--- config.mk ---
export PLATFORM = sky130hd
export DESIGN_NAME = alu_arbiter
export DESIGN_NICKNAME = d
export VERILOG_FILES = /design/src/rtl/alu_arbiter.sv
export SDC_FILE = /design/constraint.sdc
export NUM_CORES = 1
export LEC_CHECK = 0
export BUFFER_PORTS_ARGS = -buffer_cell sky130_fd_sc_hd__buf_2
export CORE_MARGIN = 3
export CORE_UTILIZATION = 48
export CTS_BUF_LIST = sky130_fd_sc_hd__clkbuf_4
export CTS_CLUSTER_SIZE = 14
export DETAILED_ROUTE_END_ITERATION = 6
export GPL_TIMING_DRIVEN = 0
export HOLD_SLACK_MARGIN = 0.02
export PLACE_DENSITY = 0.88
export REMOVE_ABC_BUFFERS = 1
export SLEW_MARGIN = 0
export SYNTH_ARGS = -nofsm -noshare
export SYNTH_HDL_FRONTEND = slang
export SYNTH_SLANG_ARGS = --single-unit
export TNS_END_PERCENT = 5
--- constraint.sdc ---
create_clock -name clk -period 2.95 [get_ports clk]
set_input_delay 0.4425 -clock clk [delete_from_list [all_inputs] [get_ports clk]]
set_output_delay 0.4425 -clock clk [all_outputs]
set_load 0.01 [all_outputs]
--- src/rtl/alu_arbiter.sv ---
// alu_arbiter: shares one combinational ALU between two requesters.
// Round-robin grant in IDLE, one cycle of stable ALU inputs in EXEC,
// then the captured result is held for the owner in RESP until consumed.
module alu_arbiter #(
  parameter int aluwidth = 8,
  parameter int opsize   = 3
) (
  input  logic                clk,
  input  logic                reset,
  input  logic                req0_valid,
  output logic                req0_ready,
  input  logic [opsize-1:0]   req0_op,
  input  logic [aluwidth-1:0] req0_a,
  input  logic [aluwidth-1:0] req0_b,
  input  logic                req1_valid,
  output logic                req1_ready,
  input  logic [opsize-1:0]   req1_op,
  input  logic [aluwidth-1:0] req1_a,
  input  logic [aluwidth-1:0] req1_b,
  output logic                resp0_valid,
  input  logic                resp0_ready,
  output logic [aluwidth-1:0] resp0_data,
  output logic                resp1_valid,
  input  logic                resp1_ready,
  output logic [aluwidth-1:0] resp1_data,
  output logic [opsize-1:0]   alu_op,
  output logic [aluwidth-1:0] alu_in1,
  output logic [aluwidth-1:0] alu_in2,
  input  logic [aluwidth-1:0] alu_out,
  output logic                busy
);

  typedef enum logic [1:0] {
    S_IDLE = 2'd0,
    S_EXEC = 2'd1,
    S_RESP = 2'd2
  } state_t;

  state_t              r_state;
  state_t              w_state_next;
  logic                r_last_grant;
  logic                r_owner;
  logic [aluwidth-1:0] r_result;
  logic [opsize-1:0]   r_alu_op;
  logic [aluwidth-1:0] r_alu_in1;
  logic [aluwidth-1:0] r_alu_in2;

  logic                w_grant;
  logic                w_any_valid;
  logic                w_accept;
  logic                w_owner_ready;

  // Grant selection: sole valid requester wins; a tie goes to the one not granted last.
  always_comb begin
    w_grant = 1'b0;
    if (req0_valid && req1_valid) begin
      w_grant = ~r_last_grant;
    end else if (req1_valid) begin
      w_grant = 1'b1;
    end
  end

  assign w_any_valid   = req0_valid | req1_valid;
  // A handshake can only happen in IDLE, and only the granted requester sees ready.
  assign w_accept      = (r_state == S_IDLE) && w_any_valid;
  assign w_owner_ready = r_owner ? resp1_ready : resp0_ready;

  // State register.
  always_ff @(posedge clk) begin
    if (reset) begin
      r_state <= S_IDLE;
    end else begin
      r_state <= w_state_next;
    end
  end

  // Next-state logic: IDLE -> EXEC -> RESP -> IDLE.
  always_comb begin
    w_state_next = r_state;
    case (r_state)
      S_IDLE:  if (w_accept) w_state_next = S_EXEC;
      S_EXEC:  w_state_next = S_RESP;
      S_RESP:  if (w_owner_ready) w_state_next = S_IDLE;
      default: w_state_next = S_IDLE;
    endcase
  end

  // Datapath: latch the granted operands, remember the owner, capture the ALU result.
  always_ff @(posedge clk) begin
    if (reset) begin
      r_last_grant <= 1'b1;
      r_owner      <= 1'b0;
      r_result     <= '0;
      r_alu_op     <= '0;
      r_alu_in1    <= '0;
      r_alu_in2    <= '0;
    end else begin
      if (w_accept) begin
        r_owner      <= w_grant;
        r_last_grant <= w_grant;
        r_alu_op     <= w_grant ? req1_op : req0_op;
        r_alu_in1    <= w_grant ? req1_a  : req0_a;
        r_alu_in2    <= w_grant ? req1_b  : req0_b;
      end
      if (r_state == S_EXEC) begin
        r_result <= alu_out;
      end
    end
  end

  assign req0_ready  = w_accept && !w_grant;
  assign req1_ready  = w_accept &&  w_grant;
  assign resp0_valid = (r_state == S_RESP) && !r_owner;
  assign resp1_valid = (r_state == S_RESP) &&  r_owner;
  // The result register is shared; it is meaningful only while the matching valid is high.
  assign resp0_data  = r_result;
  assign resp1_data  = r_result;
  assign alu_op      = r_alu_op;
  assign alu_in1     = r_alu_in1;
  assign alu_in2     = r_alu_in2;
  assign busy        = (r_state != S_IDLE);

endmodule

## After elaboration in Yosys (flattened, before gate mapping)

Cells that the tools add are included.

- Output and inout bits: 40
- Register bits: 31
- Input port bits: 52

- Equal/unequal tests: 4
- Muxes and demuxes: 9
- Bitwise logic cells: 2
- Reduce and logical (&&, ||, !) cells: 11

Operators by type and width:

| kind | count |
|---|---|
| $mux W8 | 2 |
| $logic_and A1 B1 Y1 | 6 |
| $pmux W2 S3 | 1 |
| $mux W2 | 2 |
| $ne A2 B2 Y1 const B | 2 |
| $mux W1 | 3 |
| $mux W3 | 1 |
| $eq A2 B1 Y1 const B | 1 |
| $eq A2 B2 Y1 const B | 1 |
| $logic_not A1 Y1 | 2 |
| $logic_not A2 Y1 | 1 |
| $reduce_and A2 Y1 | 1 |
| $reduce_bool A2 Y1 | 1 |
| $not A1 Y1 | 1 |
| $or A1 B1 Y1 | 1 |

## Logic depth before layout (Yosys ltp)

- Depth in word-level cells: 4
- Depth in mapped cells: 5
- Mapped depth without buffers: 4

## Least setup slack after synthesis

No wires, ideal clock.

- Kind: input-to-output
- Start point: input req1_valid
- End point: output req0_ready
- Path slack: 1.467 ns
- Data required time: 2.508 ns
- Data arrival time: 1.040 ns
- Buffers on the path: 1
- Stages on the path: 4
- Cell sequence: or2_2 > buf_2 > nand2_1 > nor2_1

- Longest elaborated chain between the ends: 4
- Elaborated cells between the ends (all ways): 7
- Classes of those cells: mux (2); bitwise (1); reduce/logical (4)

RTL lines:

| element | line | RTL |
|---|---|---|
| start: declaration | 15 | `input logic req1_valid,` |
| $mux W1 / $logic_and A1 B1 Y1 (equally long branches) | 58, 56 |  |
| $mux W1 | 56 | `if (req0_valid && req1_valid) begin` |
| $logic_not A1 Y1 | 111 | `assign req0_ready = w_accept && !w_grant;` |
| $logic_and A1 B1 Y1 * | 111 |  |
| end: declaration | 11 | `output logic req0_ready,` |

Mark *: on every way between the ends. The rest lies on a longest branch, timed or not.

## Final worst setup path

- Start point: register r_last_grant
- End point: output req1_ready

- Longest elaborated chain between the ends: 3

RTL lines:

| element | line | RTL |
|---|---|---|
| start: declaration | 41 | `logic r_last_grant;` |
| start signal: assignment | 100 | `r_last_grant <= w_grant;` |
| $not A1 Y1 | 57 | `w_grant = ~r_last_grant;` |
| $mux W1 | 56 |  |
| $logic_and A1 B1 Y1 | 112 | `assign req1_ready = w_accept && w_grant;` |
| end: declaration | 16 | `output logic req1_ready,` |

Every way passes these cells.

==> summary.md <==
| Metric | Value |
|---|---|
| Status | `finished, final reports clean` |
| Cts bufs inserted | `5` |
| Register area | `621 sq um` |
| Die area | `3850 sq um` |
| Most frequent cell after synthesis | `nand2_1` |
| Wirelength per Cell | `12.5 um` |
| Tcrit/Tclk final | `75.0%` |
| Prevailing post-synth register cell | `dfxtp_1` |
| Post-synth EDFFs | `0` |
| Clock share of power | `22.8%` |
| Peak per-stage delay on the critical path | `0.74 ns` |
| H-tree Lvls | `2` |
| Rows | `19` |
| Final hold vios | `0` |
| Longest Clk Path Bufs | `2` |
| Async S/R FF share, synth | `0%` |
| Crit path required time | `2.51 ns` |
| Power per cell area | `523 nW/um^2` |
| Placer Congestion | `0.655` |
| Synth area leaders | `dfxtp_1, nand2_1, a311oi_2` |
| Starting Density | `52.5%` |
| Postcts setup bufs | `0` |
| Area Growth Syn to Fin | `26.9%` |
| Initial DRC Count | `41` |
| Synthesized flop and latch total | `31` |
| Critical Setup Path Class | `reg2out` |
| PostCTS Resize Cnt | `0` |
| Cell Area, Placed | `1860 sq um` |
| Layout cells sized above 1 | `44.1%` |
| Routed WL | `3710 um` |
| VDD IR-drop max | `0.000265 V` |
| Post-route DRC | `0` |
| Synth top area share | `41.1%` |
| Top cells by count, synth | `nand2_1, dfxtp_1, a21oi_1` |
| DR vias | `1503` |
| Sw Ratio | `32.9%` |
| First-pass GRT wire length | `5660 um` |
| Setup TNS | `0 ns` |
| Fmax | `452 MHz` |
| Hold-fix buffers, CTS | `0` |
| Final net count | `305` |
| Layout fillers | `274` |
| Worst slew pin tran | `0.922 ns` |
| Crit-path max FO | `21` |
| Distinct cells, synth | `26` |
| Final setup viols | `0` |
| I/O pins | `92` |
| Initial antenna violation count | `0` |
| Switching power | `0.329 mW` |
| CTS sink cnt | `31` |
| HPWL after DPL | `2700 um` |
| Die height | `62.1 um` |
| Crit-path cells | `a21boi_2, nand2_1, inv_1, buf_2` |
| Ys Warns | `0` |
| Post-route cell area | `1910 sq um` |
| Vias in the first global route | `1287` |
| Root Driver | `clkbuf_4` |
| Hold Path Class | `in2reg` |
| Pins over their slew limit | `0` |
| Largest net degree at the start of global routing | `32` |
| GRT overflow | `0` |
| Multi-input gate area | `726 sq um` |
| Vias per cell | `5.08` |
| Clock Skew | `0.00550 ns` |
| Max stage delay cell, worst path | `a21boi_2` |
| Ant. Diodes | `0` |
| Pint | `0.671 mW` |
| GR Util All Layers | `20.0%` |
| Tightest hold margin | `0.347 ns` |
| CORE AREA | `2880 sq um` |
| Worst endpoint data arrival time | `1.77 ns` |
| RSZ-0062 raised after global routing | `false` |
| PortBufs | `91` |
| Maximum Capacitance Violations | `0` |
| Syn Area/Cell | `8.53 sq um` |
| ANT nets after route | `0` |
| Synth area leader | `dfxtp_1` |
| Seq pwr share | `49.2%` |
| First drt pass iteration count | `4` |
| Combinational Power Share | `28.1%` |
| CTS tree | `yes` |
| Worst Setup End Kind | `output port` |
| Min Tclk post-route | `2.21 ns` |
| Startpoint Class | `flip-flop` |
| Leak | `0.932 nW` |
| Post-synthesis sequential area ratio | `41.1%` |
| Clock latency on the worst-skew pair | `0.32 ns` |
| Worst-path clk slew | `0.10 ns` |
| Post-Syn Area | `1510 sq um` |
| Die Wd | `62.1 um` |
| Worst slew margin | `38.2%` |
| Mapped Cells | `177` |
## placed cells by master (no fill, tap or decap), types with 2 or more instances in the layout
cell type,instances
nand2_1,57
dfxtp_1,31
a311oi_1,9
nor2b_1,2
a311oi_2,10
nor2_1,3
buf_2,91
clkbuf_4,5
clkinv_1,2
a21oi_1,29
## worst max-delay path, delay by kind of cell, from the launching register on
kind | cells | cell delay [ns]
AOI/OAI and AO/OA | 1 | 0.74
DFF | 1 | 0.35
buffers and inverters | 2 | 0.20
and+or+nand+nor | 1 | 0.16
## power groups by stage
| stage | sequential, mW | combinational [mW] | clock [mW] |
|---|---|---|---|
| floorplan | 0.523 | 0.138 | 0 |
| global placement | 0.500 | 0.280 | 0 |
| detailed placement | 0.501 | 0.284 | 0 |
| CTS | 0.492 | 0.285 | 0.236 |
| global route | 0.499 | 0.315 | 0.250 |
| finish | 0.492 | 0.281 | 0.228 |
## cells by family (layout without fill, tap and decap cells)
| kind of cell | after synthesis | count (layout) | share of synthesized area [%] |
|---|---|---|---|
| simple gates | 69 | 69 | 20.2 |
| mux | 1 | 1 | 0.663 |
| flops | 31 | 31 | 41.1 |
| compound gates | 52 | 52 | 27.2 |
| buf+inv | 24 | 101 | 10.8 |
## sequential cells by signal, summed over array words and instances, names as in the netlist
| register | count |
|---|---|
| alu_op | 3 |
| r_state | 2 |
| alu_in2 | 8 |
| alu_in1 | 8 |
| resp0_data | 8 |
| r_last_grant | 1 |
| r_owner | 1 |
## final timing paths
kind            startpoint       endpoint  slack [ns]  cells after the start
max           r_last_grant     req1_ready        0.74                      4
min             alu_out[0]  resp0_data[0]        0.35                      3
max reg2reg   r_last_grant     alu_in1[4]        1.33                      3
min reg2reg  resp0_data[4]  resp0_data[4]        0.47                      2
## metrics by stage
stage / power (mW) / cells / setup slack, ns / utilization (%)
2_1_floorplan: 0.661 / 155 / 1.32 / -
3_3_place_gp: 0.780 / 288 / 0.863 / 64.7
3_5_place_dp: 0.785 / 288 / 0.868 / 64.7
4_1_cts: 1.01 / 296 / 0.714 / 66.6
5_1_grt: 1.06 / 296 / 0.537 / 66.6
6_report: 1.00 / 296 / 0.737 / 66.6
## layout make-up
class	instances	share of cell area, %
tap	42	2.75
clock inverter	3	0.784
inverter	2	0.392
multi-input combinational	122	37.9
timing repair buffer	91	23.8
sequential	31	32.4
clock buffer	5	1.96
## metal layers
metal,share of wire [%],global-route usage [%]
met5,0,0
met4,1.2,7.27
met3,13,8.06
met2,44,32.8
met1,42,23.4
No activity file was read; power rests on OpenSTA's default activity.
